## src/rtl/uart_pkg.sv

```systemverilog
// Shared constants, FSM encodings and helpers for the UART word transmitter
// and its receive-side counterpart.
package uart_pkg;

    localparam int DEF_NBITS      = 32;
    localparam int DEF_DBIT       = 8;
    localparam int DEF_OVERSAMPLE = 16;
    localparam int DEF_SB_TICK    = 16;
    localparam int BYTES_PER_WORD = DEF_NBITS / DEF_DBIT;

    typedef enum logic [1:0] {
        W_IDLE,
        W_SEND,
        W_WAIT
    } word_state_t;

    typedef enum logic [1:0] {
        B_IDLE,
        B_START,
        B_DATA,
        B_STOP
    } byte_state_t;

    typedef struct packed {
        word_state_t word_state;
        byte_state_t byte_state;
    } tx_dbg_t;

    // Counter width that stays at least one bit for degenerate limits.
    function automatic int cnt_width(input int n);
        return (n > 1) ? $clog2(n) : 1;
    endfunction

endpackage

```

## src/rtl/uart_word_tx_if.sv

```systemverilog
// Word-level transmit handshake between the debug controller and uart_word_tx.
interface uart_word_tx_if #(
    parameter int NBITS = uart_pkg::DEF_NBITS
);

    // tx_start/tx_Data form a request accepted on any rising clk edge where
    // tx_start=1 and tx_busy=0; tx_Data is captured on that edge only.
    // tx_busy stays high until the tx_done pulse, which lands in the first
    // cycle where tx_busy is low again. Requests while busy are dropped.
    logic             tx_start;
    logic [NBITS-1:0] tx_Data;
    logic             tx_done;
    logic             tx_busy;

    modport master (
        output tx_start,
        output tx_Data,
        input  tx_done,
        input  tx_busy
    );

    modport slave (
        input  tx_start,
        input  tx_Data,
        output tx_done,
        output tx_busy
    );

endinterface

```

## src/rtl/uart_tx_byte.sv

```systemverilog
// 8N1-style byte serialiser timed by an oversampled baud tick; drives a
// registered, glitch-free serial line and pulses byte_done after the stop bit.
module uart_tx_byte
    import uart_pkg::*;
#(
    parameter int DBIT       = DEF_DBIT,
    parameter int OVERSAMPLE = DEF_OVERSAMPLE,
    parameter int SB_TICK    = DEF_SB_TICK
) (
    input  logic            clk,
    input  logic            rst,
    input  logic            s_tick,
    input  logic            byte_start,
    input  logic [DBIT-1:0] byte_in,
    output logic            byte_done,
    output logic            tx,
    output byte_state_t     state
);

    localparam int TICK_MAX = (OVERSAMPLE > SB_TICK) ? OVERSAMPLE : SB_TICK;
    localparam int TW       = cnt_width(TICK_MAX);
    localparam int BW       = cnt_width(DBIT);

    localparam logic [TW-1:0] OS_LAST  = TW'(OVERSAMPLE - 1);
    localparam logic [TW-1:0] SB_LAST  = TW'(SB_TICK - 1);
    localparam logic [BW-1:0] BIT_LAST = BW'(DBIT - 1);

    logic [TW-1:0]   tick_cnt;
    logic [BW-1:0]   bit_cnt;
    logic [DBIT-1:0] shift_reg;
    logic [DBIT-1:0] shift_next;

    assign shift_next = shift_reg >> 1;

    always_ff @(posedge clk or negedge rst) begin
        if (!rst) begin
            state     <= B_IDLE;
            tick_cnt  <= '0;
            bit_cnt   <= '0;
            shift_reg <= '0;
            tx        <= 1'b1;
            byte_done <= 1'b0;
        end else begin
            byte_done <= 1'b0;
            case (state)
                B_IDLE: begin
                    if (byte_start) begin
                        shift_reg <= byte_in;
                        tick_cnt  <= '0;
                        bit_cnt   <= '0;
                        tx        <= 1'b0;
                        state     <= B_START;
                    end
                end
                // Every phase restarts its count at 0, so the tick that ends
                // one phase is never also counted by the next.
                B_START: begin
                    if (s_tick) begin
                        if (tick_cnt == OS_LAST) begin
                            tick_cnt <= '0;
                            bit_cnt  <= '0;
                            tx       <= shift_reg[0];
                            state    <= B_DATA;
                        end else begin
                            tick_cnt <= tick_cnt + TW'(1);
                        end
                    end
                end
                B_DATA: begin
                    if (s_tick) begin
                        if (tick_cnt == OS_LAST) begin
                            tick_cnt  <= '0;
                            shift_reg <= shift_next;
                            if (bit_cnt == BIT_LAST) begin
                                tx    <= 1'b1;
                                state <= B_STOP;
                            end else begin
                                bit_cnt <= bit_cnt + BW'(1);
                                tx      <= shift_next[0];
                            end
                        end else begin
                            tick_cnt <= tick_cnt + TW'(1);
                        end
                    end
                end
                B_STOP: begin
                    if (s_tick) begin
                        if (tick_cnt == SB_LAST) begin
                            tick_cnt  <= '0;
                            byte_done <= 1'b1;
                            state     <= B_IDLE;
                        end else begin
                            tick_cnt <= tick_cnt + TW'(1);
                        end
                    end
                end
                default: begin
                    tx    <= 1'b1;
                    state <= B_IDLE;
                end
            endcase
        end
    end

endmodule

```

## src/rtl/uart_word_tx.sv

```systemverilog
// Word transmitter: accepts an NBITS word and sends it LSB byte first as a
// sequence of UART frames through uart_tx_byte, then pulses tx_done.
module uart_word_tx
    import uart_pkg::*;
#(
    parameter int NBITS      = DEF_NBITS,
    parameter int DBIT       = DEF_DBIT,
    parameter int SB_TICK    = DEF_SB_TICK,
    parameter int OVERSAMPLE = DEF_OVERSAMPLE
) (
    input  logic           clk,
    input  logic           rst,
    input  logic           s_tick,
    uart_word_tx_if.slave  bus,
    output logic           tx,
    output tx_dbg_t        dbg
);

    localparam int BPW = NBITS / DBIT;
    localparam int CW  = cnt_width(BPW);

    localparam logic [CW-1:0] BYTE_LAST = CW'(BPW - 1);

    word_state_t     state;
    byte_state_t     byte_state;
    logic [CW-1:0]   byte_cnt;
    logic [NBITS-1:0] word_reg;
    logic            byte_start;
    logic [DBIT-1:0] byte_in;
    logic            byte_done;

    // SEND lasts one cycle, so the serialiser sees exactly one start pulse
    // and the inter-byte gap is SEND plus the serialiser's load edge.
    assign byte_start = (state == W_SEND);
    assign byte_in    = word_reg[byte_cnt*DBIT +: DBIT];

    always_ff @(posedge clk or negedge rst) begin
        if (!rst) begin
            state       <= W_IDLE;
            byte_cnt    <= '0;
            word_reg    <= '0;
            bus.tx_done <= 1'b0;
            bus.tx_busy <= 1'b0;
        end else begin
            bus.tx_done <= 1'b0;
            case (state)
                W_IDLE: begin
                    if (bus.tx_start) begin
                        word_reg    <= bus.tx_Data;
                        byte_cnt    <= '0;
                        bus.tx_busy <= 1'b1;
                        state       <= W_SEND;
                    end
                end
                W_SEND: begin
                    state <= W_WAIT;
                end
                W_WAIT: begin
                    if (byte_done) begin
                        if (byte_cnt == BYTE_LAST) begin
                            byte_cnt    <= '0;
                            bus.tx_done <= 1'b1;
                            bus.tx_busy <= 1'b0;
                            state       <= W_IDLE;
                        end else begin
                            byte_cnt <= byte_cnt + CW'(1);
                            state    <= W_SEND;
                        end
                    end
                end
                default: begin
                    bus.tx_busy <= 1'b0;
                    state       <= W_IDLE;
                end
            endcase
        end
    end

    uart_tx_byte #(
        .DBIT       (DBIT),
        .OVERSAMPLE (OVERSAMPLE),
        .SB_TICK    (SB_TICK)
    ) u_tx_byte (
        .clk        (clk),
        .rst        (rst),
        .s_tick     (s_tick),
        .byte_start (byte_start),
        .byte_in    (byte_in),
        .byte_done  (byte_done),
        .tx         (tx),
        .state      (byte_state)
    );

    assign dbg = '{word_state: state, byte_state: byte_state};

endmodule

```

## src/flat_wrapper.sv

```systemverilog
// flat-port wrapper written by rule: the top's interface ports become plain ports
module uart_word_tx_flat import uart_pkg::*;
#(
    parameter int NBITS      = DEF_NBITS,
    parameter int DBIT       = DEF_DBIT,
    parameter int SB_TICK    = DEF_SB_TICK,
    parameter int OVERSAMPLE = DEF_OVERSAMPLE
)
  (clk, rst, s_tick, tx, dbg, bus_tx_start, bus_tx_Data, bus_tx_done, bus_tx_busy);
  uart_word_tx_if #(.NBITS(NBITS)) bus_i ();
  input  logic clk;
  input  logic rst;
  input  logic s_tick;
  output logic tx;
  output tx_dbg_t dbg;
  input wire logic [$bits(bus_i.tx_start)-1:0] bus_tx_start;
  input wire logic [$bits(bus_i.tx_Data)-1:0] bus_tx_Data;
  output wire logic [$bits(bus_i.tx_done)-1:0] bus_tx_done;
  output wire logic [$bits(bus_i.tx_busy)-1:0] bus_tx_busy;
  assign bus_i.tx_start = bus_tx_start;
  assign bus_i.tx_Data = bus_tx_Data;
  assign bus_tx_done = bus_i.tx_done;
  assign bus_tx_busy = bus_i.tx_busy;
  uart_word_tx #(.NBITS(NBITS), .DBIT(DBIT), .SB_TICK(SB_TICK), .OVERSAMPLE(OVERSAMPLE)) u_core (.clk(clk), .rst(rst), .s_tick(s_tick), .bus(bus_i), .tx(tx), .dbg(dbg));
endmodule
```

## config.mk

```make
export PLATFORM = sky130hd
export DESIGN_NAME = uart_word_tx_flat
export DESIGN_NICKNAME = d
export VERILOG_FILES = /design/src/rtl/uart_pkg.sv /design/src/rtl/uart_word_tx_if.sv /design/src/rtl/uart_tx_byte.sv /design/src/rtl/uart_word_tx.sv /design/src/flat_wrapper.sv
export SDC_FILE = /design/constraint.sdc
export NUM_CORES = 1
export LEC_CHECK = 0
export ABC_AREA = 1
export ABC_CLOCK_PERIOD_IN_PS = 1700
export CAP_MARGIN = 25
export CORE_ASPECT_RATIO = 0.9
export CORE_UTILIZATION = 35
export DETAILED_ROUTE_END_ITERATION = 6
export SYNTH_ARGS = -nofsm -noshare
export SYNTH_HDL_FRONTEND = slang
export SYNTH_SLANG_ARGS = --single-unit
```

## constraint.sdc

```tcl
create_clock -name clk -period 1.7 [get_ports clk]
set_input_delay 0.425 -clock clk [delete_from_list [all_inputs] [get_ports clk]]
set_output_delay 0.425 -clock clk [all_outputs]
set_load 0.02 [all_outputs]
```

==> key figures, run 1 <==
Global route
  • Global-route wire length before repair: 9970 µm
  • Initial antenna violation count: 0
  • Vias in the first global route: 2165
  • Total gr overflow: 0
  • Gr usage total: 0.148
  • Largest net degree at the start of global routing: 58

Power
  • Clock Power Share: 0.210
  • Switch Pwr: 2.57 mW
  • Worst IR drop on VDD: 512 µV
  • Switching share of power: 0.377
  • Combinational power share: 0.443
  • Pwr/cell area: 1810 nW/µm²
  • Lkg Pwr: 1.94 nW
  • Seq pwr share: 0.347
  • Pint: 4.24 mW

Logic synthesis
  • Area contributors post-synth: dfrtp_1 47%, nand2_1 13%, mux2_4 12%
  • Number of synthesized flops with an enable pin: 0
  • Yosys top cell by area: dfrtp_1
  • Cells after Synth: 327
  • Yosys reg bits: 57
  • Post-synth top area share: 0.474
  • Count leader, synth: nand2_1
  • Mapped Area: 2960 µm²
  • Ys Warns: 0
  • Mean Syn Cell Area: 9.04 µm²
  • Most common flop cell mapped by yosys: dfrtp_1
  • Count of different cell masters after synthesis: 20
  • Synth cell count leaders: 104 x nand2_1, 56 x dfrtp_1, 30 x inv_1
  • Async set or reset register ratio after synthesis: 1.00
  • Sequential fraction of the synthesis area: 0.483
  • Post-Syn Nets: 374

Timing
  • # setup viols final: 0
  • F_max: 625 MHz
  • Slew Viols, Final: 0
  • Relative slew slack: 0.778
  • Post-route minimum period: 1.60 ns
  • Setup Total Neg Slack: 0 ns
  • Min Hold Slack: 0.0713 ns
  • Final worst slack: 0.100 ns
  • Clk_skew: 0.00897 ns
  • Period Utilization, post-route: 0.941
  • Final hold viol count: 0
  • Slew @ Worst Pin: 0.329 ns

Route
  • DRT Wirelength: 5780 µm
  • ANT nets after route: 0
  • Initial DRC count: 134
  • DR vias: 2196
  • DRT Pass-1 Iters: 4
  • Drt wl/cell: 12.0 µm
  • Via/cell ratio: 4.56
  • DRC violations left: 0

Job
  • Max-Cap Viols: 0

Critical path
  • Worst-case reg-to-reg path depth: 8
  • Arrival @ worst endpoint: 1.17 ns
  • Biggest fanout along the worst timing path: 2
  • WP buf/inv: 1
  • WP data required: 1.27 ns
  • CP max stage cell: dfstp_2
  • Delay-heaviest family, CP: flip-flops
  • Crit-path cells: dlygate4sd2_1
  • Critical R2R Capture: u_core.u_tx_byte.state[1]
  • CP endpoint kind: output port
  • R2R setup slack: 0.15 ns
  • Crit start category: flip-flop
  • Critical Path Start: u_core.u_tx_byte.tx
  • Slowest stage delay, CP: 0.53 ns
  • Reg2Reg Launch Point: u_core.u_tx_byte.state[0]
  • Critical path class: flip-flop to output port

Floorplanning
  • Num ports: 43
  • Chip height: 89.2 µm
  • # rows: 31
  • Die X: 98.9 µm
  • Core Box Area: 8110 µm²
  • Die ar.: 8820 µm²
  • Starting density of the core: 0.365

Cells and area
  • Max FFs per register: 32
  • Area growth syn-to-layout: 27.0%
  • Nets: 425
  • Post-route cell area: 3750 µm²
  • Final Non-Filler Cells: 482
  • Antenna diodes: 0
  • Multi-input logic area: 1340 µm²
  • Fillers: 813
  • Share of layout cells above drive strength 1: 0.162
  • Register area: 1430 µm²

Outcome
  • Status: finished clean

Min path
  • Min-delay worst type: input port to asynchronous set/reset pin

Clock network
  • Depth of the CTS H-tree: 3
  • CTS Sinks: 57
  • Root Driver: clkbuf_8
  • Later-pin clock latency in the skew report: 0.34 ns
  • Setup Buffers After CTS: 0
  • Clock Pin Slew Worst Setup and Hold Paths: 0.07 ns
  • CTS Hold Buffers Added: 0
  • CTS Buffer Depth: 2
  • CTS tree: yes
  • Cts bufs inserted: 9

Placed design
  • Dpl cells: 466
  • Final Wtd Congestion: 0.755
  • DPL Wire Length: 4080 µm
  • Port bufs: 42
  • Worst slack at placement: -0.0223 ns
  • Placed inst area: 3520 µm²
per-stage QoR:
stage / utilization / power [mW]
floorplan: - / 4.62
global placement: 0.434 / 5.37
detailed placement: 0.434 / 5.41
CTS: 0.461 / 6.84
global route: 0.463 / 7.42
finish: 0.463 / 6.81
layout by cell type (no fill, tap or decap), types with 6 or more instances in the layout:
cell type          n
mux2_4            23
buf_4              6
nor2_1            26
nand3_1           25
dfrtp_1           55
clkdlybuf4s50_1   34
ha_1              11
nand2_1          104
clkbuf_8          10
inv_1             29
a21oi_1           12
dlygate4sd2_1      6
o21ai_0           14
cells by family (layout without fill, tap and decap cells):
kind of cell,after synthesis,after routing,synth area share
adder cells (fa/ha/maj),11,11,0.0466
AND/OR/NAND/NOR,166,166,0.233
buffers and inverters,41,97,0.0669
multiplexers,25,25,0.124
flip-flops,57,57,0.483
AO/OA/AOI/OAI,27,27,0.0466
final cells by class:
cell class / instances / area share
Multi-Input combinational cell: 229 / 0.358
Inverter: 30 / 0.0300
Clock buffer: 10 / 0.0367
Sequential cell: 57 / 0.381
Clock inverter: 6 / 0.0243
Timing Repair Buffer: 51 / 0.137
Tap cell: 99 / 0.0330
how the worst max path moves through the flow:
stage / slack (ns) / end / cells after the start
after floorplan: 0.10 / u_core.u_tx_byte.bit_cnt[0] / 10
after global placement: -0.02 / u_core.u_tx_byte.shift_reg[7] / 7
after detailed placement: -0.02 / u_core.u_tx_byte.shift_reg[7] / 7
after CTS: 0.02 / bus_tx_done / 1
after global routing: -0.003 / u_core.u_tx_byte.state[0] / 10
final: 0.10 / tx / 1
what timing repair did:
item	CTS	global route
gates resized for setup	6	5
setup endpoints to repair	6	12
endpoints found under the hold margin	0	0
metal layers:
metal	vias to the layer above	share of wire	routed length, µm	GRT usage
met5	-	0	0	0
met4	0	0.015	86	0.0651
met3	9	0.036	210	0.0321
met2	37	0.45	2620	0.236
met1	1009	0.50	2870	0.195
li1	1141	-	-	-
power by group through the flow:
stage                     registers (mW)  clock network (mW)  logic [mW]
after floorplan                     2.37                   0        2.25
after global placement              2.37                   0        3.00
after detailed placement            2.37                   0        3.04
after CTS                           2.36                1.47        3.01
after global routing                2.44                1.55        3.43
final                               2.36                1.43        3.01
Power figures use the tool's default switching activity.
==> run 2, diff against run 1 <==
--- a/config.mk
+++ b/config.mk
@@ -6,9 +6,10 @@
 export NUM_CORES = 1
 export LEC_CHECK = 0
 export ABC_AREA = 1
-export ABC_CLOCK_PERIOD_IN_PS = 1700
+export ABC_CLOCK_PERIOD_IN_PS = 1310
 export CAP_MARGIN = 25
-export CORE_ASPECT_RATIO = 0.9
+export CORE_ASPECT_RATIO = 0.6
+export CORE_MARGIN = 4
 export CORE_UTILIZATION = 35
 export DETAILED_ROUTE_END_ITERATION = 6
 export SYNTH_ARGS = -nofsm -noshare
==> constraint.sdc (replaced) <==
create_clock -name clk -period 1.31 [get_ports clk]
set_input_delay 0.3275 -clock clk [delete_from_list [all_inputs] [get_ports clk]]
set_output_delay 0.3275 -clock clk [all_outputs]
set_load 0.02 [all_outputs]
==> run 2 against run 1 <==
  * The flow now finishes with violations (setup timing)
  * Setup slack worse by 0.24 ns
  * Core utilization up 6.9 points
  * Cell area grew 14%
  * Sequential share of layout area shrank 4.6 points
  * Count of clock-buffer cells in the layout up 1
  * Critical path type is now flip-flop to flip-flop
  * Combinational power rose by 68%
  * Largest cell class is now multi-input gates
  * Register-to-register slack got worse by 0.29 ns
  * Largest power group unchanged
  * Highest routed layer unchanged
  * Non-clock buffer count is 32 higher
  * Via count increased by 7.2%
  * Final cell count rose by 8.5%
  * Critical path depth rose by 9
==> key figures, run 2 (synthesis gave the netlist of run 1 again) <==
Outcome
  • Status: finished, violations left
  • Failing checks: setup timing

Critical path
  • Slowest stage delay, CP: 0.46 ns
  • Biggest fanout along the worst timing path: 5
  • Crit-path most repeated cell: nand2_1
  • Crit start category: flip-flop
  • CP endpoint kind: flip-flop
  • CP max stage cell: dfrtp_2
  • WP data required: 1.53 ns
  • WP buf/inv: 2
  • Critical path class: flip-flop to flip-flop
  • Arrival @ worst endpoint: 1.67 ns
  • Delay-heaviest family, CP: simple AND/OR/NAND/NOR gates
  • Crit-path cells: inv_4 > ha_2 > inv_1 > nand2_1 > nand2_1 > nand2_2 > nor2_4 > nand2_2 > nand2_1 > nand2_1

Timing
  • # setup viols final: 33
  • Final worst slack: -0.141 ns
  • Relative slew slack: 0.713
  • F_max: 689 MHz
  • RSZ-0062 raised after global routing: true
  • Slew Viols, Final: 0
  • Final hold viol count: 0
  • Clk_skew: 0.00372 ns
  • Slew @ Worst Pin: 0.426 ns
  • Setup Total Neg Slack: -1.96 ns
  • Post-route minimum period: 1.45 ns
  • Period Utilization, post-route: 1.11

Clock network
  • CTS tree: yes
  • Root Driver: clkbuf_16
  • Cts bufs inserted: 9
  • CTS Sinks: 57
  • CTS Hold Buffers Added: 0
  • Clock Pin Slew Worst Setup and Hold Paths: 0.05 ns
  • Later-pin clock latency in the skew report: 0.33 ns
  • CTS Buffer Depth: 2
  • Depth of the CTS H-tree: 3

Placed design
  • Final Wtd Congestion: 0.859
  • Placed inst area: 3740 µm²
  • DPL Wire Length: 4770 µm
  • Port bufs: 42

Cells and area
  • Antenna diodes: 0
  • Nets: 457
  • Max FFs per register: 32
  • Area growth syn-to-layout: 44.6%
  • Leading cell type in the layout, fill and taps excluded: nand2_1
  • Share of layout cells above drive strength 1: 0.311
  • Post-route cell area: 4280 µm²
  • Most frequent cells in the layout: 98 x nand2_1, 53 x dfrtp_1, 34 x clkdlybuf4s50_1, 32 x buf_4, 25 x nand3_1

Floorplanning
  • Chip height: 79.2 µm
  • # rows: 25
  • Die X: 127 µm
  • Die ar.: 10000 µm²
  • Num ports: 43
  • Core Box Area: 8040 µm²
  • Starting density of the core: 0.368

Power
  • Pwr/cell area: 2560 nW/µm²
  • Total Power: 10.9 mW
  • Worst IR drop on VDD: 991 µV
  • Lkg Pwr: 2.14 nW

Global route
  • Vias in the first global route: 2348
  • Gr usage total: 0.144
  • Total gr overflow: 0
  • Global-route wire length before repair: 11400 µm
  • Initial antenna violation count: 0
  • Largest net degree at the start of global routing: 58

Route
  • DR vias: 2355
  • DRT Pass-1 Iters: 4
  • Via/cell ratio: 4.50
  • DRT Wirelength: 6780 µm
  • Initial DRC count: 128
  • DRC violations left: 0
  • ANT nets after route: 0
  • Drt wl/cell: 13.0 µm

Job
  • Max-Cap Viols: 0

Min path
  • Min-delay worst type: input port to asynchronous set/reset pin
==> run 2: cell types whose count changed in the layout (fill, tap and decap cells not counted), sizes merged, moves of 2 or more <==
cell / previous run / this run
clkbuf: 10 / 12
buf: 10 / 48
dlygate4sd2: 6 / 0
clkinv: 4 / 1
==> run 2: area by class of cell <==
type | instances | area, µm²
fillers | 743 | 3760
multi-input cells | 229 | 1490
flip-flops and latches | 57 | 1430
repair buffers | 83 | 761
clock buffers | 11 | 243
well taps | 108 | 135
inverters | 30 | 118
clock inverters | 5 | 103
==> run 2: worst paths after layout <==
kind,slack [ns],to,cells past startpoint,startpoint
worst min-delay path,0.0005,u_core.word_reg[20],2,rst
max in group asynchronous,1.02,u_core.u_tx_byte.tx,2,rst
worst max-delay path,-0.14,u_core.u_tx_byte.bit_cnt[0],10,u_core.u_tx_byte.state[1]
worst min register to register,0.47,u_core.u_tx_byte.shift_reg[6],2,u_core.u_tx_byte.shift_reg[6]
worst max register to register,-0.14,u_core.u_tx_byte.bit_cnt[0],10,u_core.u_tx_byte.state[1]
min in group clk,0.47,u_core.u_tx_byte.shift_reg[6],2,u_core.u_tx_byte.shift_reg[6]
==> run 2: stage by stage <==
| step | util | instances | hold slack (ns) | setup WS (ns) |
|---|---|---|---|---|
| after floorplan | - | 327 | 0.0319 | -0.116 |
| after global placement | 0.466 | 501 | 0.356 | -0.286 |
| after detailed placement | 0.466 | 501 | 0.359 | -0.316 |
| after CTS | 0.520 | 519 | 0.00869 | -0.113 |
| after global routing | 0.532 | 523 | 0.0299 | -0.298 |
| final | 0.532 | 523 | 0.000533 | -0.141 |
==> run 2: repair_timing <==
item                       CTS  global route
hold endpoints to repair     0             0
setup endpoints to repair   48            49
gates resized for setup     52            25
pin swaps                    8             5
setup buffers                2             4
==> run 2: layer usage <==
layer,vias up,GRT usage,share of wire
met5,-,0,0
met4,0,0.0460,0.013
met3,10,0.0585,0.048
met2,46,0.196,0.41
met1,1090,0.206,0.53
li1,1209,-,-
==> run 2: report_power, final <==
group          leakage (nW)  switching, mW  internal (mW)
clock network         0.166          0.809           1.90
registers             0.686          0.557           2.59
logic                  1.29           2.51           2.55
